$ cat src/rtl/ctlb_refill_ctrl.sv
// ctlb_refill_ctrl: code-TLB miss/refill sequencer and full-TLB flush sweeper.
// Optional walk-response timeout: define CTLB_WALK_TIMEOUT_EN.

module ctlb_refill_ctrl #(
    parameter int VA_W      = 52,
    parameter int DATA_W    = 44,
    parameter int SETS_LOG2 = 6,
    parameter int TIMEOUT   = 255
) (
    input  logic              clk,
    input  logic              rst,
    input  logic              miss_valid,
    input  logic [VA_W-1:0]   miss_addr,
    input  logic              miss_nat,
    input  logic              flush_req,
    output logic              fetch_stall,
    output logic              walk_req,
    output logic [VA_W-1:0]   walk_addr,
    output logic              walk_nat,
    input  logic              walk_gnt,
    input  logic              walk_rsp_valid,
    input  logic [DATA_W-1:0] walk_rsp_data,
    input  logic              walk_rsp_fault,
    output logic              tlb_wen,
    output logic [DATA_W-1:0] tlb_wdata,
    output logic [VA_W-1:0]   tlb_addr,
    output logic              tlb_nat,
    output logic              tlb_init,
    output logic              fault_valid,
    output logic [VA_W-1:0]   fault_addr,
    output logic              flush_done
);

    // The walk timer is 8 bits wide, so the timeout must fit in it.
    if (TIMEOUT < 1 || TIMEOUT > 255) begin : g_bad_timeout
        $error("ctlb_refill_ctrl: TIMEOUT must be in 1..255");
    end
    if (SETS_LOG2 < 1 || SETS_LOG2 > VA_W) begin : g_bad_sets
        $error("ctlb_refill_ctrl: SETS_LOG2 must be in 1..VA_W");
    end

    typedef enum logic [2:0] {
        ST_IDLE,
        ST_REQ,
        ST_WAIT,
        ST_FILL,
        ST_FLUSH
    } state_e;

    localparam logic [SETS_LOG2-1:0] CNT_LAST = '1;

    state_e               state_q;
    logic [SETS_LOG2-1:0] count_q;
    logic [SETS_LOG2-1:0] count_d;
    logic                 flush_pend_q;

    logic                 fetch_stall_q;
    logic                 walk_req_q;
    logic [VA_W-1:0]      walk_addr_q;
    logic                 walk_nat_q;
    logic                 tlb_wen_q;
    logic [DATA_W-1:0]    tlb_wdata_q;
    logic [VA_W-1:0]      tlb_addr_q;
    logic                 tlb_nat_q;
    logic                 tlb_init_q;
    logic                 fault_valid_q;
    logic [VA_W-1:0]      fault_addr_q;
    logic                 flush_done_q;

    logic                 flush_hit;
    logic                 rsp_take;
    logic                 tmo_hit;
    logic                 walk_end;
    logic                 walk_ok;
    logic                 walk_bad;
    logic                 to_flush;

`ifdef CTLB_WALK_TIMEOUT_EN
    localparam logic [7:0] TMO_LAST = 8'(TIMEOUT - 1);

    logic [7:0] tmo_q;

    // Walk timer: zero outside WAIT, counts each WAIT cycle.
    always_ff @(posedge clk) begin
        if (rst || state_q != ST_WAIT) begin
            tmo_q <= '0;
        end else begin
            tmo_q <= tmo_q + 8'd1;
        end
    end

    // A response on the deadline cycle still wins over the timeout.
    assign tmo_hit = (state_q == ST_WAIT) & ~walk_rsp_valid &
                     (tmo_q == TMO_LAST);
`else
    assign tmo_hit = 1'b0;
`endif

    assign count_d   = count_q + 1'b1;
    assign flush_hit = flush_req | flush_pend_q;

    // A response counts only while our walk is outstanding; a grant
    // and response in the same REQ cycle is taken at once.
    assign rsp_take = walk_rsp_valid &
                      ((state_q == ST_WAIT) |
                       ((state_q == ST_REQ) & walk_gnt));

    assign walk_end = rsp_take | tmo_hit;
    assign walk_ok  = rsp_take & ~walk_rsp_fault;
    assign walk_bad = (rsp_take & walk_rsp_fault) | tmo_hit;

    // Flush starts from IDLE, right after a FILL write, or when a
    // walk ends with a flush pending (its result is dropped).
    assign to_flush = flush_hit &
                      ((state_q == ST_IDLE) |
                       (state_q == ST_FILL) |
                       walk_end);

    // Sequencer state and all registered outputs.
    always_ff @(posedge clk) begin
        if (rst) begin
            state_q       <= ST_FLUSH;
            count_q       <= '0;
            flush_pend_q  <= 1'b0;
            fetch_stall_q <= 1'b1;
            walk_req_q    <= 1'b0;
            walk_addr_q   <= '0;
            walk_nat_q    <= 1'b0;
            tlb_wen_q     <= 1'b0;
            tlb_wdata_q   <= '0;
            tlb_addr_q    <= '0;
            tlb_nat_q     <= 1'b0;
            tlb_init_q    <= 1'b1;
            fault_valid_q <= 1'b0;
            fault_addr_q  <= '0;
            flush_done_q  <= 1'b0;
        end else begin
            tlb_wen_q     <= 1'b0;
            fault_valid_q <= 1'b0;
            flush_done_q  <= 1'b0;

            if (to_flush) begin
                state_q       <= ST_FLUSH;
                count_q       <= '0;
                flush_pend_q  <= 1'b0;
                fetch_stall_q <= 1'b1;
                walk_req_q    <= 1'b0;
                tlb_init_q    <= 1'b1;
                tlb_addr_q    <= '0;
            end else begin
                unique case (state_q)
                    ST_IDLE: begin
                        if (miss_valid) begin
                            state_q       <= ST_REQ;
                            fetch_stall_q <= 1'b1;
                            walk_req_q    <= 1'b1;
                            walk_addr_q   <= miss_addr;
                            walk_nat_q    <= miss_nat;
                        end
                    end
                    ST_REQ, ST_WAIT: begin
                        if (flush_req) begin
                            flush_pend_q <= 1'b1;
                        end
                        if (state_q == ST_REQ && walk_gnt) begin
                            walk_req_q <= 1'b0;
                            state_q    <= ST_WAIT;
                        end
                        if (walk_ok) begin
                            state_q     <= ST_FILL;
                            tlb_wen_q   <= 1'b1;
                            tlb_wdata_q <= walk_rsp_data;
                            tlb_addr_q  <= walk_addr_q;
                            tlb_nat_q   <= walk_nat_q;
                        end else if (walk_bad) begin
                            state_q       <= ST_IDLE;
                            fault_valid_q <= 1'b1;
                            fault_addr_q  <= walk_addr_q;
                            fetch_stall_q <= 1'b0;
                        end
                    end
                    ST_FILL: begin
                        state_q       <= ST_IDLE;
                        fetch_stall_q <= 1'b0;
                    end
                    ST_FLUSH: begin
                        if (count_q == CNT_LAST) begin
                            state_q       <= ST_IDLE;
                            count_q       <= '0;
                            tlb_init_q    <= 1'b0;
                            flush_done_q  <= 1'b1;
                            fetch_stall_q <= 1'b0;
                        end else begin
                            count_q    <= count_d;
                            tlb_addr_q <= VA_W'(count_d);
                        end
                    end
                    default: begin
                        state_q <= ST_IDLE;
                    end
                endcase
            end
        end
    end

    assign fetch_stall = fetch_stall_q;
    assign walk_req    = walk_req_q;
    assign walk_addr   = walk_addr_q;
    assign walk_nat    = walk_nat_q;
    assign tlb_wen     = tlb_wen_q;
    assign tlb_wdata   = tlb_wdata_q;
    assign tlb_addr    = tlb_addr_q;
    assign tlb_nat     = tlb_nat_q;
    assign tlb_init    = tlb_init_q;
    assign fault_valid = fault_valid_q;
    assign fault_addr  = fault_addr_q;
    assign flush_done  = flush_done_q;

endmodule

$ cat config.mk
export PLATFORM = sky130hd
export DESIGN_NAME = ctlb_refill_ctrl
export DESIGN_NICKNAME = d
export VERILOG_FILES = /design/src/rtl/ctlb_refill_ctrl.sv
export SDC_FILE = /design/constraint.sdc
export NUM_CORES = 1
export LEC_CHECK = 0
export ABC_AREA = 0
export ABC_CLOCK_PERIOD_IN_PS = 5000
export CORE_ASPECT_RATIO = 0.8
export CORE_MARGIN = 1.5
export CORE_UTILIZATION = 47
export DETAILED_ROUTE_END_ITERATION = 7
export GPL_TIMING_DRIVEN = 0
export PLACE_DENSITY = 0.95
export RECOVER_POWER = 50
export SYNTH_ARGS = -nofsm -noshare
export SYNTH_HDL_FRONTEND = slang
export SYNTH_SLANG_ARGS = --single-unit
$ cat constraint.sdc
create_clock -name clk -period 5 [get_ports clk]
set_input_delay 0.5 -clock clk [delete_from_list [all_inputs] [get_ports clk]]
set_output_delay 0.5 -clock clk [all_outputs]
set_load 0.02 [all_outputs]
==> flow_summary_export.csv, run 1 <==
group,metric,value,unit
status,status,"complete, no violations",
flow_run,max_cap_viol_count,0,
floorplanning,die_h,121,µm
global_routing,grtUsageMet2,0.513,
sta,worstMarginPinSlew,1.12,ns
logic_synthesis,syn_nets,1114,
drt,drc,0,
placed_design,gp_congestion,0.885,
drt,firstDrtPassIters,5,
power_and_ir_drop,internal-power,3.26,mW
logic_synthesis,synth_ff_type,"dfxtp_1",
worst_hold_path,holdPathStages,2,
cts,clock_sinks,218,
global_routing,grt_max_degree,15,
cts,clock_latency,0.50,ns
sta,fin_tns_setup,0,ns
worst_hold_path,min-delay-start,"tlb_wdata[14]$_SDFFE_PP0P_",
global_routing,met3_usage,0.0713,
worst_setup_path,critical_path_required,5.42,ns
final_layout,final_area,12300,µm²
floorplanning,die_w,150,µm
worst_setup_path,crit_arrival,3.05,ns
worst_setup_path,ff2ff_setup_slack,2.56,ns
final_layout,syn2layout_area_growth,51.4,%
drt,drtAntennaViolNets,0,
logic_synthesis,synth-seq-area-share,0.535,
worst_setup_path,worstSetupPathType,"in -> reg",
placed_design,dpl_cell_area,11500,µm²
floorplanning,initial_core_util,0.486,
drt,wirelength,29100,µm
logic_synthesis,synthCells,1009,
floorplanning,coreArea,16800,µm²
floorplanning,io_pins,312,
worst_setup_path,path_depth,6,
final_layout,layout-drive-gt1-share,0.0493,
global_routing,grt_pass1_vias,8605,
power_and_ir_drop,power.share.combinational,0.195,
worst_setup_path,slowest_stage,"o221ai_1",
floorplanning,rows,42,
logic_synthesis,synth_edf_count,0,
power_and_ir_drop,power.density,373,nW/µm²
cts,hold_buffers,0,
global_routing,grt_use_total,0.309,
power_and_ir_drop,p_sw,1.35,mW
cts,cts_resized,0,
cts,h-tree-depth,1,
drt,viasPerCell,5.65,
power_and_ir_drop,ir_worst_vdd,0.295,mV
logic_synthesis,yosysWarnings,0,
sta,fin_skew,0.0137,ns
final_layout,layout_commonest_cell,"nand2_1",
power_and_ir_drop,pwr-share-clk,0.393,
worst_setup_path,crit_chain,"dlygate4sd3_1 -> nor3b_1 -> o221ai_1 -> clkbuf_1 -> o21ai_0 -> a21oi_1",
cts,clk_path_buf_depth,3,
logic_synthesis,syn_area,8160,µm²
final_layout,layout_common_cells,"nand2_1, dfxtp_1, a21oi_1",
placed_design,dp_hpwl,20900,µm
worst_setup_path,crit_path_max_incr_delay,0.88,ns
global_routing,grt_pass1_wl,44300,µm
global_routing,grt-ovfl-total,0,
sta,fin_crit,2.63,ns
drt,drt_iter0_drc,701,
worst_setup_path,end_kind,"register",
sta,rsz0062_at_grt,"no",
power_and_ir_drop,leakage,4.80,nW
global_routing,busiest_layer,"met2",
cts,cts_tree,"done",
cts,numCtsBuffers,22,
worst_hold_path,worstHoldEndpoint,"tlb_wdata[14]$_SDFFE_PP0P_",
logic_synthesis,async_flop_share,0,
power_and_ir_drop,p_seq_frac,0.412,
worst_setup_path,r2r_end,"walk_addr[49]$_SDFFE_PP0P_",
logic_synthesis,yosysUniqueCellTypes,52,
sta,finalMaxSlewViolations,0,
logic_synthesis,synth-seq-cells,218,
floorplanning,fp.dieArea,18200,µm²
placed_design,portBuffers,310,
global_routing,grt_antenna_before_repair,1,
sta,hold_viol,0,
logic_synthesis,synth.avg_cell_area,8.08,µm²
sta,fmax,381,MHz
drt,routedWlPerCell,18.4,µm
worst_setup_path,startpoint_type,"input port",
power_and_ir_drop,p_sw_frac,0.292,
sta,finalSetupViolCount,0,
worst_setup_path,cp_max_fo,10,
global_routing,grt_use_met1,0.379,
worst_hold_path,hold_path_class,"reg -> reg",
worst_setup_path,rr_startpoint,"state_q[2]$_SDFFE_PP1P_",
worst_setup_path,cpLargestDelayFamily,"compound AO/OA/AOI/OAI gates",
cts,clock-root-buffer,"clkbuf_16",
cts,post_cts_buffers,0,
drt,via_count,8934,
cts,clk_pin_slew,0.06,ns
final_layout,fin_nets,1448,
worst_setup_path,ff2ff_path_depth,6,
worst_setup_path,cp_num_buf_inv,2,
sta,final_min_period_over_clock_period,0.525,
sta,relSlewSlack,0.252,
-- flip-flops by register name (all words and copies together) (netlist names) --
signal and flops:
tlb_wdata 44, tlb_addr 52, flush_pend_q 1, fault_addr 52
walk_addr 52, count_q 6, state_q 3, tlb_nat 1
flush_done 1, walk_nat 1, walk_req 1, tlb_init 1
fetch_stall 1, fault_valid 1, tlb_wen 1
-- how the worst max path moves through the flow --
stage	from	to	slack, ns
floorplan	flush_req	tlb_nat$_SDFFE_PP0P_	3.24
global placement	walk_gnt	fault_addr[49]$_SDFFE_PP0P_	2.08
detailed placement	walk_gnt	fault_addr[49]$_SDFFE_PP0P_	1.93
CTS	walk_gnt	fault_addr[49]$_SDFFE_PP0P_	2.49
global route	walk_gnt	fault_addr[33]$_SDFFE_PP0P_	2.22
finish	walk_gnt	fault_addr[49]$_SDFFE_PP0P_	2.37
-- kinds of logic (layout without fill, tap and decap cells) --
logic type / Yosys count / count (layout) / share of synthesized area
other: 0 / 1 / 0
AO/OA/AOI/OAI: 291 / 291 / 0.195
XOR/XNOR: 6 / 6 / 0.00644
multiplexers: 2 / 2 / 0.00245
buffers and inverters: 90 / 440 / 0.0489
AND/OR/NAND/NOR: 401 / 401 / 0.211
adder cells (fa/ha/maj): 1 / 1 / 0.00153
flip-flops: 218 / 218 / 0.535
-- power by group through the flow --
stage,logic (mW),clock network (mW),registers (mW)
global placement,0.877,0,1.93
floorplan,0.450,0,1.99
CTS,0.909,1.82,1.90
detailed placement,0.901,0,1.93
global route,0.963,1.89,1.90
finish,0.899,1.81,1.90
-- stage by stage --
step	total power, mW	std cells	setup WS, ns	hold WS [ns]	utilization
2_1_floorplan	2.44	1009	3.24	0.462	-
3_3_place_gp	2.81	1539	2.08	0.441	0.688
3_5_place_dp	2.83	1539	1.93	0.448	0.688
4_1_cts	4.63	1579	2.49	0.455	0.736
5_1_grt	4.75	1580	2.22	0.471	0.736
6_report	4.61	1580	2.37	0.453	0.736
-- per-layer routing --
| metal | share of wire | up-vias |
|---|---|---|
| met1 | 0.38 | 4203 |
| met2 | 0.47 | 517 |
| met4 | 0.043 | 0 |
| met5 | 0 | - |
| met3 | 0.10 | 89 |
| li1 | - | 4125 |
-- synth_stat cells, types with 2 or more instances --
library cell,number,share of area
dfxtp_1,218,0.54
o211a_1,2,0.0025
o21ai_0,57,0.035
clkbuf_1,64,0.029
nor3b_1,3,0.0028
buf_6,5,0.0069
xnor2_1,3,0.0032
nand2_1,257,0.12
nor3_1,4,0.0025
nand2b_1,3,0.0023
mux2i_1,2,0.0025
xor2_1,3,0.0032
nand3_1,107,0.066
a21oi_1,207,0.13
and2_1,2,0.0015
a221o_1,2,0.0025
o221ai_1,3,0.0032
inv_1,2,0.00092
nor2_1,14,0.0064
buf_2,19,0.012
-- worst register-to-register path: stages, from the launching register on --
cell and delay, ns:
dfxtp_1 0.31, clkbuf_1 0.23, nor2_1 0.39, nand4_1 0.69, clkbuf_1 0.46, nand2_1 0.16, a21oi_1 0.08
-- area by class of cell --
type                       instances  area (µm²)
antenna                            1        2.50
buffer                            88         389
clock buffer                      35         711
clock inverter                     5         100
fill                            1222        4420
inverter                           2        7.51
multi-input combinational        701        3390
sequential                       218        4360
tap                              220         275
timing repair buffer             310        3100
(Power assumes the default switching activity.)
==> run 2: changes to the inputs <==
--- a/config.mk
+++ b/config.mk
@@ -6,13 +6,13 @@
 export NUM_CORES = 1
 export LEC_CHECK = 0
 export ABC_AREA = 0
-export ABC_CLOCK_PERIOD_IN_PS = 5000
+export ABC_CLOCK_PERIOD_IN_PS = 2700
 export CORE_ASPECT_RATIO = 0.8
 export CORE_MARGIN = 1.5
-export CORE_UTILIZATION = 47
+export CORE_UTILIZATION = 44
 export DETAILED_ROUTE_END_ITERATION = 7
 export GPL_TIMING_DRIVEN = 0
-export PLACE_DENSITY = 0.95
+export PLACE_DENSITY = 0.91
 export RECOVER_POWER = 50
 export SYNTH_ARGS = -nofsm -noshare
 export SYNTH_HDL_FRONTEND = slang
==> constraint.sdc (replaced) <==
create_clock -name clk -period 2.7 [get_ports clk]
set_input_delay 0.27 -clock clk [delete_from_list [all_inputs] [get_ports clk]]
set_output_delay 0.27 -clock clk [all_outputs]
set_load 0.02 [all_outputs]
==> run 2 against run 1 <==
  * Critical path type is now reg -> reg
  * Final cell count grew 0.38%
  * Sequential share of layout area grew 0.19 points
  * Clock-buffer cell count decreased by 9
  * Critical endpoint is now tlb_wdata[1]$_SDFFE_PP0P_
  * Sequential cell count unchanged
  * First-iteration DRC count fell by 4.6%
  * Core utilization shrank 6.1 points
  * Sequential power up 85%
  * Critical path depth is the same
  * Largest cell class unchanged
  * Worst hold slack got worse by 0.14 ns
  * Global-route usage down 2.4 points
  * Final area shrank 0.55%
  * Wire length decreased by 1.9%
==> flow_summary_export.csv, run 2 (same netlist as run 1, synthesis figures left out) <==
group,metric,value,unit
floorplanning,fp.dieArea,19400,µm²
cts,h-tree-depth,1,
worst_setup_path,worstSetupPathType,"reg -> reg",
global_routing,grt_pass1_vias,8377,
cts,clock_sinks,218,
floorplanning,initial_core_util,0.449,
floorplanning,die_w,155,µm
floorplanning,rows,44,
sta,fin_tns_setup,0,ns
drt,viasPerCell,5.49,
floorplanning,io_pins,312,
worst_hold_path,hold_path_class,"in -> reg",
flow_run,max_cap_viol_count,0,
cts,cts_resized,0,
sta,hold_ws,0.317,ns
worst_setup_path,end_kind,"register",
sta,final_min_period_over_clock_period,0.942,
drt,drtAntennaViolNets,0,
worst_setup_path,crit_arrival,2.94,ns
final_layout,fin_nets,1447,
sta,fin_crit,2.54,ns
global_routing,grt_antenna_before_repair,0,
cts,numCtsBuffers,21,
placed_design,portBuffers,310,
status,status,"complete, no violations",
sta,rsz0062_at_grt,"no",
power_and_ir_drop,power.density,684,nW/µm²
worst_setup_path,ff2ff_setup_slack,0.16,ns
drt,wirelength,28500,µm
cts,cts_tree,"done",
placed_design,dp_hpwl,20500,µm
placed_design,dp.cells,1549,
floorplanning,coreArea,18200,µm²
sta,hold_viol,0,
cts,clk_path_buf_depth,3,
drt,via_count,8707,
placed_design,gp_congestion,0.884,
sta,fin_skew,0.0192,ns
drt,routedWlPerCell,18.0,µm
sta,finalMaxSlewViolations,0,
sta,worstMarginPinSlew,1.43,ns
placed_design,dp_slack,-0.155,ns
global_routing,grt_use_total,0.285,
drt,drt_iter0_drc,669,
sta,layout_setup_ws,0.156,ns
drt,drc,0,
global_routing,grt_pass1_wl,44400,µm
placed_design,dpl_cell_area,11500,µm²
final_layout,layout_commonest_cell,"nand2_1",
power_and_ir_drop,leakage,4.76,nW
cts,hold_buffers,0,
final_layout,layout_common_cells,"nand2_1, dfxtp_1, dlygate4sd3_1",
final_layout,layout-drive-gt1-share,0.0465,
worst_setup_path,cp_max_fo,10,
final_layout,diodes,0,
final_layout,syn2layout_area_growth,50.5,%
drt,firstDrtPassIters,7,
final_layout,nFillCells,1415,
floorplanning,die_h,125,µm
worst_setup_path,critical_path_required,3.10,ns
global_routing,grt-ovfl-total,0,
cts,clk_pin_slew,0.07,ns
cts,clock_latency,0.50,ns
sta,finalSetupViolCount,0,
cts,clock-root-buffer,"clkbuf_16",
worst_setup_path,startpoint_type,"register",
power_and_ir_drop,ir_worst_vdd,0.433,mV
cts,post_cts_buffers,0,
final_layout,layoutNonFillerInstCount,1586,
final_layout,final_area,12300,µm²
global_routing,grt_max_degree,17,
sta,relSlewSlack,0.0444,
sta,fmax,393,MHz
run 2: path summary, 6_finish.rpt:
path	start	endpoint	depth (start not counted)
worst max-delay path	state_q[1]$_SDFFE_PP0P_	tlb_wdata[1]$_SDFFE_PP0P_	6
worst min-delay path	miss_addr[6]	walk_addr[6]$_SDFFE_PP0P_	3
worst min register to register	tlb_wdata[31]$_SDFFE_PP0P_	tlb_wdata[31]$_SDFFE_PP0P_	2
worst max register to register	state_q[1]$_SDFFE_PP0P_	tlb_wdata[1]$_SDFFE_PP0P_	6
run 2: area by class of cell:
type / count / area [µm²] / area share
flip-flops and latches: 218 / 4360 / 0.355
multi-input cells: 701 / 3360 / 0.274
repair buffers: 310 / 3100 / 0.253
clock buffers: 26 / 574 / 0.0468
plain buffers: 88 / 388 / 0.0316
well taps: 230 / 288 / 0.0234
clock inverters: 11 / 188 / 0.0153
inverters: 2 / 7.51 / 0.000611
run 2: per-stage QoR:
step                      total power [mW]  utilization
after global routing                  8.72        0.676
after floorplan                       4.51            -
final                                 8.40        0.676
after CTS                             8.47        0.677
after detailed placement              5.25        0.636
after global placement                5.20        0.636
run 2: power by group:
part / switching, mW / total, mW / leakage, nW / internal (mW)
logic: 1.06 / 1.64 / 2.64 / 0.580
clock network: 1.27 / 3.26 / 0.366 / 1.99
registers: 0.149 / 3.51 / 1.76 / 3.36
total: 2.47 / 8.40 / 4.76 / 5.93
run 2: routing by layer:
| metal | up-vias | wire [µm] | GRT usage |
|---|---|---|---|
| met2 | 449 | 13300 | 0.475 |
| met4 | 0 | 1020 | 0.0936 |
| li1 | 4108 | - | - |
| met3 | 85 | 2660 | 0.0776 |
| met1 | 4065 | 11500 | 0.357 |
| met5 | - | 0 | 0 |
run 2: critical path, cell delays in order (launching register included):
cell and delay [ns]:
dfxtp_1 0.36, buf_6 0.16, nand3b_4 0.18, a2111oi_2 1.26
buf_6 0.26, nand2_1 0.07, a21oi_1 0.17
==> run 3: changes to the inputs <==
--- a/config.mk
+++ b/config.mk
@@ -14,6 +14,7 @@
 export GPL_TIMING_DRIVEN = 0
 export PLACE_DENSITY = 0.91
 export RECOVER_POWER = 50
+export SETUP_SLACK_MARGIN = 0.1
 export SYNTH_ARGS = -nofsm -noshare
 export SYNTH_HDL_FRONTEND = slang
 export SYNTH_SLANG_ARGS = --single-unit
==> run 3 against run 2 <==
  * First-iteration DRC count is 12% higher
  * Largest power group unchanged
  * Final cell count did not move
  * Final area rose by 0.13%
  * Total power rose by 0.11%
  * Setup slack gained 0.085 ns
  * Critical path depth down 1
  * Sequential cell count unchanged
  * Sequential power barely moved
==> flow_summary_export.csv, run 3 (same netlist as run 1, synthesis figures left out) <==
group,metric,value,unit
status,status,"complete, no violations",
flow_run,max_cap_viol_count,0,
power_and_ir_drop,power.share.combinational,0.195,
drt,drc,0,
worst_setup_path,end_kind,"register",
worst_setup_path,ff2ff_path_depth,5,
drt,via_count,8712,
global_routing,grt-ovfl-total,0,
final_layout,syn2layout_area_growth,50.7,%
drt,firstDrtPassIters,5,
placed_design,dpl_cell_area,11500,µm²
sta,final_min_period_over_clock_period,0.911,
final_layout,layout_common_cells,"nand2_1, dfxtp_1, dlygate4sd3_1",
placed_design,portBuffers,310,
power_and_ir_drop,leakage,4.77,nW
floorplanning,io_pins,312,
sta,hold_ws,0.314,ns
worst_setup_path,critical_path_required,3.07,ns
worst_setup_path,startpoint_type,"register",
cts,clock_sinks,218,
worst_setup_path,endpoint,"fault_addr[28]$_SDFFE_PP0P_",
drt,routedWlPerCell,18.0,µm
sta,hold_viol,0,
drt,wirelength,28500,µm
final_layout,layoutNonFillerInstCount,1586,
placed_design,dp_hpwl,20500,µm
power_and_ir_drop,p_sw_frac,0.295,
power_and_ir_drop,p_seq_frac,0.417,
sta,finalMaxSlewViolations,0,
sta,fin_skew,0.0223,ns
floorplanning,die_w,155,µm
power_and_ir_drop,internal-power,5.93,mW
power_and_ir_drop,power.total,8.41,mW
cts,clock-root-buffer,"clkbuf_16",
worst_setup_path,rr_startpoint,"state_q[0]$_SDFFE_PP0P_",
global_routing,grt_max_degree,17,
global_routing,grt_pass1_wl,44400,µm
cts,h-tree-depth,1,
cts,cts_tree,"done",
sta,finalSetupViolCount,0,
cts,post_cts_buffers,0,
cts,numCtsBuffers,21,
floorplanning,rows,44,
floorplanning,fp.dieArea,19400,µm²
worst_setup_path,crit_arrival,2.82,ns
sta,fin_crit,2.46,ns
cts,clk_pin_slew,0.07,ns
final_layout,layout-drive-gt1-share,0.0472,
worst_setup_path,ff2ff_setup_slack,0.24,ns
final_layout,fin_nets,1447,
final_layout,final_area,12300,µm²
drt,drtAntennaViolNets,0,
placed_design,gp_congestion,0.884,
sta,rsz0062_at_grt,"no",
final_layout,diodes,0,
worst_setup_path,r2r_end,"fault_addr[28]$_SDFFE_PP0P_",
power_and_ir_drop,ir_worst_vdd,0.432,mV
drt,drt_iter0_drc,749,
global_routing,grt_antenna_before_repair,0,
final_layout,layout_commonest_cell,"nand2_1",
final_layout,nFillCells,1411,
floorplanning,coreArea,18200,µm²
power_and_ir_drop,pwr-share-clk,0.387,
power_and_ir_drop,power.density,684,nW/µm²
floorplanning,initial_core_util,0.449,
sta,worstMarginPinSlew,1.09,ns
placed_design,dp.cells,1549,
drt,viasPerCell,5.49,
worst_setup_path,cp_max_fo,10,
sta,fmax,407,MHz
global_routing,grt_use_total,0.285,
worst_setup_path,crit_start,"state_q[0]$_SDFFE_PP0P_",
floorplanning,die_h,125,µm
worst_hold_path,hold_path_class,"in -> reg",
power_and_ir_drop,p_sw,2.48,mW
global_routing,grt_pass1_vias,8377,
cts,clk_path_buf_depth,3,
cts,clock_latency,0.50,ns
worst_setup_path,worstSetupPathType,"reg -> reg",
cts,hold_buffers,0,
sta,relSlewSlack,0.274,
run 3: cell counts in the layout (fill, tap and decap cells not counted):
No cell type changed its count.
run 3: power by group through the flow:
stage          logic (mW)  registers (mW)  clock network, mW
2_1_floorplan       0.834            3.68                  0
3_3_place_gp         1.63            3.57                  0
3_5_place_dp         1.67            3.58                  0
4_1_cts              1.68            3.51               3.28
5_1_grt              1.78            3.53               3.43
6_report             1.64            3.51               3.26
run 3: per-layer routing:
metal / share of wire / wire (µm) / up-vias / global-route usage
met5: 0 / 0 / - / 0
met4: 0.034 / 981 / 0 / 0.0936
met3: 0.096 / 2740 / 81 / 0.0776
met2: 0.47 / 13400 / 441 / 0.475
met1: 0.40 / 11500 / 4077 / 0.357
li1: - / - / 4113 / -
run 3: stage by stage:
stage / setup TNS, ns / worst slack [ns] / util
after global routing: 0 / 0.122 / 0.677
after floorplan: 0 / 1.01 / -
after global placement: -1.72 / -0.0623 / 0.636
after CTS: 0 / 0.250 / 0.677
after detailed placement: -3.38 / -0.155 / 0.636
final: 0 / 0.241 / 0.677
run 3: worst min path at each step:
stage	start	to	slack, ns	cells after the start
finish	miss_addr[6]	walk_addr[6]$_SDFFE_PP0P_	0.31	3
global route	miss_addr[49]	walk_addr[49]$_SDFFE_PP0P_	0.33	3
CTS	miss_addr[39]	walk_addr[39]$_SDFFE_PP0P_	0.30	3
detailed placement	tlb_wdata[28]$_SDFFE_PP0P_	tlb_wdata[28]$_SDFFE_PP0P_	0.45	2
global placement	tlb_wdata[27]$_SDFFE_PP0P_	tlb_wdata[27]$_SDFFE_PP0P_	0.44	2
floorplan	walk_rsp_data[28]	tlb_wdata[28]$_SDFFE_PP0P_	0.41	2
run 3: timing repair:
item                                   CTS  global route
setup endpoints to repair                0             3
gates resized for setup                  0             1
endpoints found under the hold margin    0             0
run 3: critical path, cell delays in order (launching register included):
cell      delay [ns]
dfxtp_1         0.50
nor3b_1         0.47
o221ai_1        0.58
clkbuf_1        0.36
o21ai_0         0.32
a21oi_1         0.12
run 3: cell type report:
class	instances	area, µm²	area share
flip-flops and latches	218	4360	0.355
multi-input cells	701	3380	0.275
repair buffers	310	3100	0.252
clock buffers	26	574	0.0467
plain buffers	88	388	0.0316
well taps	230	288	0.0234
clock inverters	11	188	0.0153
inverters	2	7.51	0.000611
